--- src/rtl/pc_sequencer.sv ---
// pc_sequencer: picks the next program-counter address each instruction and drives the PC write port.
// The block boots to RESET_VEC and then alternates FETCH and EXEC. On the edge that leaves EXEC it chooses
// the next address from, highest priority first: interrupt, return, call, jump, taken branch, sequential.
// Ports:
//   clk, reset (async, active-low)
//   stall, br_taken/br_target, jump/jump_target, call, ret, irq   control inputs, sampled on the edge leaving EXEC
//   pc_addr                                                      current PC value
//   pc_we, pc_newAddr                                            registered PC write port
//   irq_ack, in_isr                                              interrupt accept pulse and service-active flag
//   ras_overflow, ras_underflow                                  sticky return-stack error flags
//   exec                                                         high while control inputs are being sampled
module pc_sequencer #(
    parameter int                 ADDR_W    = 9,
    parameter int                 RAS_DEPTH = 4,
    parameter logic [ADDR_W-1:0]  RESET_VEC = '0,
    parameter logic [ADDR_W-1:0]  IRQ_VEC   = 9'h1F0
) (
    input  logic              clk,
    input  logic              reset,
    input  logic              stall,
    input  logic              br_taken,
    input  logic [ADDR_W-1:0] br_target,
    input  logic              jump,
    input  logic [ADDR_W-1:0] jump_target,
    input  logic              call,
    input  logic              ret,
    input  logic              irq,
    input  logic [ADDR_W-1:0] pc_addr,
    output logic              pc_we,
    output logic [ADDR_W-1:0] pc_newAddr,
    output logic              irq_ack,
    output logic              in_isr,
    output logic              ras_overflow,
    output logic              ras_underflow,
    output logic              exec
);
    localparam int PW = $clog2(RAS_DEPTH);
    localparam logic [PW:0] FULL = (PW+1)'(RAS_DEPTH);

    typedef enum logic [1:0] {BOOT, FETCH, EXEC} state_t;

    state_t            state;
    logic [ADDR_W-1:0] ras [RAS_DEPTH];
    logic [PW-1:0]     ptr;
    logic [PW:0]       count;
    logic [ADDR_W-1:0] pc_inc;
    logic [PW-1:0]     ptr_dec;
    logic              take_irq;
    logic              empty;
    logic              push;

    assign pc_inc   = pc_addr + 1'b1;
    assign ptr_dec  = ptr - 1'b1;
    assign take_irq = irq && !in_isr;
    assign empty    = count == '0;
    // A ret alongside a call wins, so the call must not push.
    assign push     = take_irq || (call && !ret);

    always_ff @(posedge clk or negedge reset) begin
        if (!reset) begin
            state         <= BOOT;
            pc_we         <= 1'b0;
            pc_newAddr    <= '0;
            irq_ack       <= 1'b0;
            in_isr        <= 1'b0;
            ras_overflow  <= 1'b0;
            ras_underflow <= 1'b0;
            exec          <= 1'b0;
            ptr           <= '0;
            count         <= '0;
            for (int i = 0; i < RAS_DEPTH; i++) ras[i] <= '0;
        end else begin
            pc_we   <= 1'b0;
            irq_ack <= 1'b0;
            case (state)
                BOOT: begin
                    pc_we      <= 1'b1;
                    pc_newAddr <= RESET_VEC;
                    state      <= FETCH;
                end
                FETCH: begin
                    exec  <= 1'b1;
                    state <= EXEC;
                end
                EXEC: if (!stall) begin
                    exec       <= 1'b0;
                    state      <= FETCH;
                    pc_we      <= 1'b1;
                    irq_ack    <= take_irq;
                    in_isr     <= take_irq ? 1'b1 : ret ? 1'b0 : in_isr;
                    pc_newAddr <= take_irq ? IRQ_VEC :
                                  ret ? (empty ? RESET_VEC : ras[ptr_dec]) :
                                  (call || jump) ? jump_target :
                                  br_taken ? br_target : pc_inc;
                    // When full, the write pointer sits on the oldest entry, so a push overwrites it.
                    if (push) begin
                        ras[ptr] <= pc_inc;
                        ptr      <= ptr + 1'b1;
                        if (count == FULL) ras_overflow <= 1'b1;
                        else count <= count + 1'b1;
                    end else if (ret) begin
                        if (empty) ras_underflow <= 1'b1;
                        else begin
                            ptr   <= ptr_dec;
                            count <= count - 1'b1;
                        end
                    end
                end
                default: state <= BOOT;
            endcase
        end
    end
endmodule

--- config.mk ---
export PLATFORM = sky130hd
export DESIGN_NAME = pc_sequencer
export DESIGN_NICKNAME = d
export VERILOG_FILES = /design/src/rtl/pc_sequencer.sv
export SDC_FILE = /design/constraint.sdc
export NUM_CORES = 1
export LEC_CHECK = 0
export ABC_AREA = 0
export CAP_MARGIN = 15
export CORE_UTILIZATION = 45
export DETAILED_ROUTE_END_ITERATION = 16
export PLACE_DENSITY = 0.79
export SYNTH_ARGS = -nofsm -noshare
export SYNTH_HDL_FRONTEND = slang
export SYNTH_SLANG_ARGS = --single-unit
export TNS_END_PERCENT = 20
--- constraint.sdc ---
create_clock -name clk -period 2.7 [get_ports clk]
set_input_delay 0.405 -clock clk [delete_from_list [all_inputs] [get_ports clk]]
set_output_delay 0.405 -clock clk [all_outputs]
set_load 0.01 [all_outputs]
== After elaboration in Yosys (flattened, before gate mapping) ==
Index checks and enable logic that the tools add are counted.
Widths: inputs -> output; s select.

* Input port bits: 35
* Bits in registers: 58
* Output and inout bits: 15

* Muxes and demuxes: 30
* Reductions and logical operators: 21
* Bitwise gates (word level): 4
* $lt $le $gt $ge: 3
* Add/subtract/negate cells: 5
* Eq/ne operators: 6

{| class="wikitable"
|+ Operators with widths
! kind !! number
|-
| $mux 9 || 9
|-
| $bwmux 36 || 1
|-
| $bmux 9 s2 || 1
|-
| $demux 9 s2 || 1
|-
| $pmux 9 s2 || 1
|-
| $mux 3 || 4
|-
| $reduce_and 5->1 || 2
|-
| $add 9x1->9 const B || 1
|-
| $mux 2 || 4
|-
| $reduce_and 4->1 || 2
|-
| $reduce_bool 2->1 || 4
|-
| $ge 3x3->1 const B || 2
|-
| $mux 1 || 6
|-
| $not 2->3 || 2
|-
| $pmux 2 s3 || 1
|-
| $reduce_and 3->1 || 2
|-
| $ne 2x2->1 const B || 2
|-
| $pmux 1 s2 || 2
|-
| $reduce_and 2->1 || 2
|-
| $add 3x1->3 const B || 1
|-
| $eq 3x3->1 const B || 1
|-
| $logic_and 1x1->1 || 3
|-
| $logic_not 3->1 || 1
|-
| $lt 3x1->1 const B || 1
|-
| 10 further kinds || 13
|}

== Depth between registers and ports, before layout ==
Gate-level depths: netlist of the first run.

* Depth after elaboration: 10
* Gate-level depth with buffers: 8

== Worst setup path after synthesis of the first run ==
OpenSTA, ideal clock, no wires.

* Kind: flip-flop to flip-flop
* Start: register ptr[0]
* End: register pc_newAddr[5]
* Setup time: 126 ps
* Buffers on the path: 2
* Clock period less this slack: 2,275 ps
* Arrival time: 2,149 ps
* Path slack: 425 ps
* Cell stages (with the launch flop): 9
* Required time: 2,574 ps
* Cells stage by stage: dfrtp_1 buf_2 inv_1 ha_1 buf_1 mux4_2 a21oi_1 nor2_1 a221o_1

* Word-level cells in the longest chain between the ends: 10

{| class="wikitable"
|+ Ends and longest elaborated chain
! item !! line !! source
|-
| start: declaration || 44 || <nowiki>logic [PW-1:0] ptr;</nowiki>
|-
| start signal: assignment || 98 || <nowiki>ptr <= ptr + 1'b1;</nowiki>
|-
| start signal: assignment || 104 || <nowiki>ptr <= ptr_dec;</nowiki>
|-
| $sub 2x1->2 || 53 || <nowiki>assign ptr_dec = ptr - 1'b1;</nowiki>
|-
| via ptr_dec[0] || 47 || <nowiki>logic [PW-1:0] ptr_dec;</nowiki>
|-
| $not 2->3 (implied by the code) || 92 || <nowiki>ret ? (empty ? RESET_VEC : ras[ptr_dec]) :</nowiki>
|-
| $bmux 9 s2 || 92 ||
|-
| $mux 9 (implied by the code) (2 in a row) || 92 ||
|-
| $mux 9 (2 in a row) || 92 ||
|-
| $mux 9 || 91 || <nowiki>pc_newAddr <= take_irq ? IRQ_VEC :</nowiki>
|-
| $mux 9 || 85 || <nowiki>EXEC: if (!stall) begin</nowiki>
|-
| $pmux 9 s2 || 75 || <nowiki>case (state)</nowiki>
|-
| end signal: assignment || 91 ||
|-
| end: declaration || 30 || <nowiki>output logic [ADDR_W-1:0] pc_newAddr,</nowiki>
|}

The timed path passes the listed nets, and every way through them passes these cells. The select of a mux whose other input is x is not followed.
A chain may end at the register's enable or synchronous reset.

== Worst setup path in the final report of the first run ==
* Start: register ptr[1]
* End: register pc_newAddr[6]

* Word-level cells in the longest chain between the ends: 10

{| class="wikitable"
|+ Ends and longest elaborated chain
! item !! line
|-
| $sub 2x1->2 || 53
|-
| $not 2->3 (implied by the code) || 92
|-
| $bmux 9 s2 || 92
|-
| $mux 9 (implied by the code) (2 in a row) || 92
|-
| $mux 9 (2 in a row) || 92
|-
| $mux 9 || 91
|-
| $mux 9 || 85
|-
| $pmux 9 s2 || 75
|}

Every way passes these cells. The select of a mux whose other input is x is not followed.

==> results_dict.tcl, run 1 <==
set metrics [dict create \
    ant_nets 0 \
    drt_iter0_markers 118 \
    cts.clk_slew.worst_paths_ns 0.07 \
    max_freq_mhz 482 \
    worstSetupStartpointType "flop" \
    async_reset_ff_frac 1.00 \
    core_um2 6350 \
    routabilityCongestion 0.853 \
    ys_seq_elements 58 \
    rows 29 \
    worstPathArrival_ns 2.31 \
    synth-simple-area-share 0.144 \
    grt_use_total 0.212 \
    crit_chain "inv_1, ha_1, mux4_2, a21oi_1, o211ai_1, a22o_1" \
    clock_sinks 58 \
    viasPerCell 5.54 \
    vias 2333 \
    setup_tns_ns 0 \
    slowest_delay_ns 0.59 \
    numPortBuffers 49 \
    rsz0062_at_grt "false" \
    antenna_cells 0 \
    crit_fanout 12 \
    synth_adder_area_share 0.0279 \
    netlist_instances 281 \
    cts_tree "done" \
    period_needed_ns 2.07 \
    post-cts-setup-buffers 0 \
    synth_edf_count 0 \
    grt_pass1_wl_um 11300 \
    grt_max_degree 59 \
    cpLargestDelayFamily "adder cells" \
    ir_worst_vdd_mv 0.661 \
    cap_violations 0 \
    cp-end-kind "flop" \
    yosysTopAreaCell "dfrtp_1" \
    status "finished, final reports clean" \
    cts_resized 0 \
    grt_pass1_vias 2223 \
    synth-warning-count 0 \
    firstDrtPassIters 4 \
    overflow 0 \
    syn_to_final_growth_pct 25.7 \
    crit_buf_inv 1 \
    synth.area.top_cells "dfrtp_1 (49%), mux4_2 (6.8%), nand2_1 (6.1%)" \
    clk_path_buf_depth 2 \
    syn_nets 322 \
    worstSetupPathType "flop to flop" \
    hold_path.class "input port to async pin" \
    synth_common_cells "dfrtp_1 (58), nand2_1 (48), o21ai_0 (22)" \
    die_x_um 83.1 \
    timing.slew.headroom 0.517 \
    seq_area_frac_synth 0.490 \
    maxSlewViolCount 0 \
    antenna_found_initial 0 \
    dp.cells 405 \
    num_io_pins 50 \
    worstMarginPinSlew_ns 0.725 \
    drt_wl_total_um 6710 \
    finalSetupViolCount 0 \
    dp_hpwl_um 4950 \
    fin_crit_sh 0.768 \
    required_ns 2.93 \
    syn_area_per_cell_um2 10.5 \
    final_cell_count_no_fill 421 \
    fin_total_pwr_uw 3630 \
    power.leakage_uw 0.00168 \
    die-area_um2 6910 \
    wl_per_cell_um 15.9 \
    cts_hold_buf 0 \
    slowest_stage "ha_1" \
    htreeDepth 3 \
    numCtsBuffers 9 \
    muxShareOfSynthArea 0.102 \
    n_fill_cell 529 \
    hold_violations 0 \
    dieHeight_um 83.1 \
    p_per_area_nw_per_um2 975 \
    synth.most_common_cell "dfrtp_1" \
    clock_skew_ns 0.00575 \
    drive_above_1_share 0.151 \
    start_util 0.466 \
    drc 0 \
    ys.flop_type "dfrtp_1" \
    synth_top_area_share 0.490 \
    synth_cell_types 47 \
    cts_root_buffer "clkbuf_8" \
    synth-compound-area-share 0.169 \
    synth_top_family_by_area "compound AO/OA/AOI/OAI gates" \
    insertion_delay_ns 0.34 \
    synth_xor_area_frac 0.0266 \
    final_nets 380 \
    synth_area_um2 2960 \
]
[power by group]
group	internal (µW)	total, µW	switching [µW]
combinational	735	1390	655
sequential	1230	1470	238
clock	419	771	352
[logic make-up (layout without fill, tap and decap cells)]
kind of cell / count (synthesis) / count (layout)
buffers and inverters: 21 / 84
AO/OA/AOI/OAI: 81 / 81
adder cells (fa/ha/maj): 6 / 6
AND/OR/NAND/NOR: 89 / 89
XOR/XNOR: 9 / 9
flip-flops: 58 / 58
multiplexers: 17 / 17
[cell type report]
| class | count | area [µm²] | share of cell area |
|---|---|---|---|
| sequential | 58 | 1450 | 0.390 |
| multi-input combinational | 202 | 1390 | 0.374 |
| timing repair buffer | 60 | 568 | 0.153 |
| clock buffer | 10 | 128 | 0.0343 |
| tap | 77 | 96.3 | 0.0259 |
| clock inverter | 6 | 57.6 | 0.0155 |
| inverter | 8 | 30.0 | 0.00807 |
[path summary, 6_finish.rpt]
path / start / endpoint / slack [ns] / depth (start not counted)
max: ptr[1] / pc_newAddr[6] / 0.63 / 6
max in group asynchronous: reset / ras[22] / 2.02 / 2
min: reset / ras_underflow / 0.20 / 2
min reg2reg: ras_underflow / ras_underflow / 0.47 / 1
max reg2reg: ptr[1] / pc_newAddr[6] / 0.63 / 6
min in group clk: ras_underflow / ras_underflow / 0.47 / 1
[stage by stage]
step,instance area (µm²),hold WS (ns),setup WS (ns),util
floorplan,2960,0.109,0.425,-
global placement,3540,0.453,0.398,0.557
detailed placement,3540,0.462,0.372,0.557
CTS,3720,0.228,0.638,0.586
global route,3720,0.275,0.561,0.586
finish,3720,0.200,0.627,0.586
[routing by layer]
| layer | up-vias | share of wire | track usage |
|---|---|---|---|
| met4 | 0 | 0.013 | 0.0893 |
| met1 | 1119 | 0.47 | 0.299 |
| met2 | 88 | 0.44 | 0.311 |
| met3 | 7 | 0.071 | 0.0547 |
| met5 | - | 0 | 0 |
| li1 | 1119 | - | - |
[cells in the final DEF (no fill, tap or decap), drive strengths merged, types with 5 or more instances in the layout]
master	n
inv	8
clkbuf	10
dfrtp	58
mux4	9
clkdlybuf4s50	48
nand2	52
nand3	6
buf	12
nor2	13
ha	5
o21ai	46
a21oi	13
xor2	6
[registers in the layout (all words and copies together) (netlist names)]
signal         count
count              3
irq_ack            1
ras_underflow      1
ras               36
pc_newAddr         9
state              2
exec               1
in_isr             1
ptr                2
ras_overflow       1
pc_we              1
(Power assumes the default switching activity.)
==> run 2: changes to the inputs <==
==> constraint.sdc (replaced) <==
create_clock -name clk -period 2.2 [get_ports clk]
set_input_delay 0.33 -clock clk [delete_from_list [all_inputs] [get_ports clk]]
set_output_delay 0.33 -clock clk [all_outputs]
set_load 0.01 [all_outputs]
==> run 2 against run 1 <==
Against the previous run:
- first-iteration DRC count up 26%
- cell count increased by 4.3%
- register-to-register slack worse by 0.39 ns
- die area stayed put
- non-clock buffer count increased by 18
- maximum frequency increased by 5.7%
- global-route usage rose by 1.8 points
- critical endpoint is now pc_newAddr[3]
- core utilization increased by 2.5 points
- clock power is 9.9% higher
- critical path depth is the same
- hold slack improved by 0.28 ns
- wire length grew 6.2%
- highest routed layer unchanged
==> results_dict.tcl, run 2 (synthesized netlist as in run 1, its figures left out) <==
set metrics [dict create \
    status "finished, final reports clean" \
    worstPathArrival_ns 2.17 \
    dp.cells 422 \
    htreeDepth 3 \
    top_register "ras" \
    final_common_cell "dfrtp_1" \
    numCtsBuffers 9 \
    hold-path-endpoint "ras_underflow" \
    final_nets 398 \
    finalSetupViolCount 0 \
    n_fill_cell 532 \
    cts_resized 0 \
    final_cell_count_no_fill 439 \
    drive_above_1_share 0.193 \
    cp_num_cells 6 \
    holdCritStartpoint "ras_underflow" \
    r2r_cells 6 \
    grt_use_total 0.230 \
    p_per_area_nw_per_um2 1150 \
    antenna_cells 0 \
    postLayoutCellArea_um2 3880 \
    wl_per_cell_um 16.2 \
    reg2reg_slack_ns 0.24 \
    num_io_pins 50 \
    worstSetupPathType "flop to flop" \
    cts_tree "done" \
    power.leakage_uw 0.00178 \
    cts.clk_slew.worst_paths_ns 0.07 \
    drt_iter0_markers 149 \
    antenna_found_initial 0 \
    cap_violations 0 \
    period_needed_ns 1.96 \
    worstMarginPinSlew_ns 0.649 \
    top_regs "ras x36, pc_newAddr x9, count x3" \
    worstSetupStartpointType "flop" \
    dieHeight_um 83.1 \
    firstDrtPassIters 4 \
    cpLargestDelayFamily "adder cells" \
    layout.area.seq_um2 1450 \
    vias 2416 \
    hold_path.class "flop to flop" \
    ant_nets 0 \
    rows 29 \
    placed_cell_area_um2 3700 \
    post-cts-setup-buffers 0 \
    overflow 0 \
    timing.slew.headroom 0.566 \
    slowest_delay_ns 0.47 \
    hold_violations 0 \
    viasPerCell 5.50 \
    grt_max_degree 24 \
    routabilityCongestion 0.849 \
    slowest_stage "ha_1" \
    required_ns 2.40 \
    max_freq_mhz 510 \
    clock_skew_ns 0.00764 \
    dp_hpwl_um 5370 \
    numPortBuffers 49 \
    crit_fanout 7 \
    r2r-start "ptr[1]" \
    grt_pass1_wl_um 12300 \
    insertion_delay_ns 0.34 \
    worstHoldPathCells 1 \
    multiInputGateArea_um2 1390 \
    rsz0062_at_grt "false" \
    die_x_um 83.1 \
    start_util 0.466 \
    largest_register_ffs 36 \
    setup_tns_ns 0 \
    ir_worst_vdd_mv 0.590 \
    cts_root_buffer "clkbuf_8" \
    core_um2 6350 \
    cp-end-kind "flop" \
    clk_path_buf_depth 2 \
    crit_buf_inv 2 \
    maxSlewViolCount 0 \
    fin_crit_sh 0.892 \
    die-area_um2 6910 \
    crit_chain "inv_1, ha_1, buf_4, mux4_2, a32oi_1, o21ai_0" \
    grt_pass1_vias 2534 \
    mostFrequentLayoutCells "dfrtp_1 (58), nand2_1 (48), clkdlybuf4s50_1 (48), buf_4 (25), o21ai_0 (22)" \
    r2r-end "pc_newAddr[3]" \
    clock_sinks 58 \
    drc 0 \
    syn_to_final_growth_pct 31.1 \
    drt_wl_total_um 7130 \
]
run 2: cell types whose count changed in the layout (fill, tap and decap cells not counted):
cell / delta
buf_12: +3
buf_4: +14
bufinv_16: -1
clkbuf_1: -1
clkbuf_8: +1
clkinv_2: +1
dlygate4sd3_1: +1
run 2: worst max-delay path by stage:
stage	from	endpoint	slack [ns]
final	ptr[1]	pc_newAddr[3]	0.24
after global routing	ptr[1]	pc_newAddr[3]	0.13
after CTS	ptr[1]	pc_newAddr[3]	0.25
after detailed placement	pc_addr[3]	pc_newAddr[7]	0.04
after global placement	pc_addr[3]	pc_newAddr[7]	0.06
after floorplan	ptr[0]	pc_newAddr[5]	0.08
run 2: area by class of cell:
| cell class | count | share of cell area |
|---|---|---|
| Tap cell | 77 | 0.0248 |
| Clock inverter | 6 | 0.00838 |
| Timing Repair Buffer | 78 | 0.191 |
| Inverter | 8 | 0.00773 |
| Sequential cell | 58 | 0.374 |
| Clock buffer | 10 | 0.0354 |
| Multi-Input combinational cell | 202 | 0.358 |
run 2: routing by layer:
metal	wire, µm	GRT usage	part of all wire	up-vias
li1	-	-	-	1158
met1	3250	0.307	0.46	1152
met2	3330	0.356	0.47	99
met3	463	0.0716	0.065	7
met4	85	0.0815	0.012	0
met5	0	0	0	-
run 2: worst register-to-register path, delay by kind of cell, from the launching register on:
family / cells / cell delay (ns)
buffers and inverters: 2 / 0.33
AO/OA/AOI/OAI: 2 / 0.35
multiplexers: 1 / 0.29
flip-flops: 1 / 0.39
adder cells (fa/ha/maj): 1 / 0.47
run 2: power by group:
group          switching (µW)  internal (µW)  total [µW]
Combinational             853            976        1830
Sequential                273           1510        1780
Clock                     419            428         847
run 2: repair_timing:
item,CTS,global route
hold endpoints to repair,21,0
hold buffers,1,0
endpoints found under the setup margin,0,0
run 2: metrics by stage:
step / power, µW / setup WS (ns) / hold slack [ns] / util
after floorplan: 2920 / 0.0781 / 0.0344 / -
after global placement: 3550 / 0.0562 / 0.328 / 0.583
final: 4460 / 0.238 / 0.476 / 0.611
after detailed placement: 3630 / 0.0439 / 0.327 / 0.583
after CTS: 4490 / 0.249 / 0.478 / 0.611
after global routing: 4770 / 0.130 / 0.494 / 0.611
==> run 3: changes to the inputs <==
--- a/config.mk
+++ b/config.mk
@@ -8,6 +8,7 @@
 export ABC_AREA = 0
 export CAP_MARGIN = 15
 export CORE_UTILIZATION = 45
+export CTS_BUF_LIST = sky130_fd_sc_hd__clkbuf_16
 export DETAILED_ROUTE_END_ITERATION = 16
 export PLACE_DENSITY = 0.79
 export SYNTH_ARGS = -nofsm -noshare
==> constraint.sdc (replaced) <==
create_clock -name clk -period 1.88 [get_ports clk]
set_input_delay 0.282 -clock clk [delete_from_list [all_inputs] [get_ports clk]]
set_output_delay 0.282 -clock clk [all_outputs]
set_load 0.01 [all_outputs]
==> run 3 against run 2 <==
Against the previous run:
- combinational power is 23% higher
- core utilization is 4.6 points higher
- worst setup slack worse by 0.15 ns
- first-iteration DRC count is 38% higher
- sequential share of layout area is 2.6 points lower
- sequential power is 20% higher
- hold slack worse by 0.0047 ns
- via count is 5.8% higher
- register-to-register slack worse by 0.14 ns
- cell count is 2.7% higher
- critical path depth is 1 higher
- wire length is 8.1% higher
- critical endpoint is now pc_newAddr[5]
==> results_dict.tcl, run 3 (synthesized netlist as in run 1, its figures left out) <==
set metrics [dict create \
    multiInputGateArea_um2 1400 \
    num_io_pins 50 \
    final.setup.worst_slack_ns 0.0905 \
    mostFrequentLayoutCells "dfrtp_1 (58), nand2_1 (48), clkdlybuf4s50_1 (48), buf_4 (35), o21ai_1 (22)" \
    required_ns 2.09 \
    worstPathArrival_ns 2.00 \
    numPortBuffers 49 \
    clock_skew_ns 0.00604 \
    cts_tree "done" \
    cts_root_buffer "clkbuf_16" \
    worstSetupPathType "input port to flop" \
    clk_path_buf_depth 2 \
    final_nets 410 \
    hold_path.class "input port to async pin" \
    power.leakage_uw 0.00192 \
    numCtsBuffers 9 \
    wl_per_cell_um 17.1 \
    start_util 0.466 \
    die-area_um2 6910 \
    fin_crit_sh 0.952 \
    insertion_delay_ns 0.33 \
    rsz0062_at_grt "false" \
    die_x_um 83.1 \
    layout.area.seq_um2 1450 \
    reg2reg_slack_ns 0.10 \
    period_needed_ns 1.79 \
    setup_tns_ns 0 \
    placed_cell_area_um2 3830 \
    antenna_found_initial 0 \
    drt_iter0_markers 206 \
    firstDrtPassIters 4 \
    viasPerCell 5.67 \
    hold_violations 0 \
    n_fill_cell 474 \
    max_freq_mhz 559 \
    maxSlewViolCount 0 \
    overflow 0 \
    grt_max_degree 38 \
    grt_use_total 0.241 \
    dp_hpwl_um 5590 \
    dp_slack_ns -0.185 \
    postLayoutCellArea_um2 4170 \
    cap_violations 0 \
    drt_wl_total_um 7710 \
    p_per_area_nw_per_um2 1490 \
    ant_nets 0 \
    final_common_cell "dfrtp_1" \
    cts.clk_slew.worst_paths_ns 0.05 \
    grt_pass1_wl_um 13000 \
    drc 0 \
    status "finished, final reports clean" \
    timing.slew.headroom 0.603 \
    largest_register_ffs 36 \
    rows 29 \
    core_um2 6350 \
    ir_worst_vdd_mv 1.14 \
    cp-end-kind "flop" \
    htreeDepth 3 \
    crit_fanout 3 \
    routabilityCongestion 0.815 \
    worstSetupStartpointType "input port" \
    syn_to_final_growth_pct 41.0 \
    antenna_cells 0 \
    finalSetupViolCount 0 \
    top_register "ras" \
    post-cts-setup-buffers 0 \
    drive_above_1_share 0.225 \
    fin_util 0.657 \
    dieHeight_um 83.1 \
    vias 2556 \
    fin_total_pwr_uw 6220 \
    top_regs "ras x36, pc_newAddr x9, count x3" \
    worstMarginPinSlew_ns 0.594 \
    clock_sinks 58 \
    grt_pass1_vias 2656 \
]
==> run 3: cell count changes in the layout (fill, tap and decap cells not counted), sizes merged <==
cell	previous run	this run
clkinv	5	3
inv	8	9
bufinv	0	3
buf	29	41
clkbuf	10	9
clkinvlp	1	0
==> run 3: worst paths after layout <==
check | from | to | cells past startpoint
hold reg to reg | pc_newAddr[1] | pc_newAddr[1] | 2
hold / removal | reset | count[0] | 2
setup reg to reg | ptr[1] | pc_newAddr[7] | 6
setup / recovery | pc_addr[1] | pc_newAddr[5] | 7
max in group asynchronous | reset | irq_ack | 3
min in group clk | pc_newAddr[1] | pc_newAddr[1] | 2
==> run 3: timing repair <==
action / in CTS / in global routing
resized for setup: 0 / 3
endpoints found under the hold margin: 21 / 0
hold buffers: 1 / 0
setup endpoints to repair: 0 / 5
==> run 3: report_power, final <==
part	internal (µW)	switching [µW]	leakage, µW
sequential	1770	362	0.000753
clock	1280	553	0.000170
combinational	1220	1030	0.000992
==> run 3: area by class of cell <==
type	count	area share
Multi-Input combinational cell	202	0.336
Tap cell	77	0.0231
Inverter	8	0.00719
Clock inverter	7	0.0261
Clock buffer	9	0.0540
Sequential cell	58	0.348
Timing Repair Buffer	90	0.206
==> run 3: stage by stage <==
step           hold WS (ns)  std cells
2_1_floorplan       -0.0136        281
3_3_place_gp          0.282        434
3_5_place_dp          0.289        434
4_1_cts               0.486        451
5_1_grt               0.500        451
6_report              0.471        451
==> run 3: per-layer routing <==
layer | up-vias | GRT usage | wire length (µm)
met5 | - | 0 | 0
li1 | 1180 | - | -
met3 | 15 | 0.0467 | 597
met1 | 1232 | 0.312 | 3160
met2 | 129 | 0.399 | 3810
met4 | 0 | 0.102 | 148
==> run 3: worst max-delay path, cell delays in order <==
cell and delay (ns):
clkdlybuf4s50_1 0.48, buf_4 0.12, nand2_1 0.06, o21a_1 0.18
nor3_1 0.38, o21ai_0 0.18, a221o_1 0.31
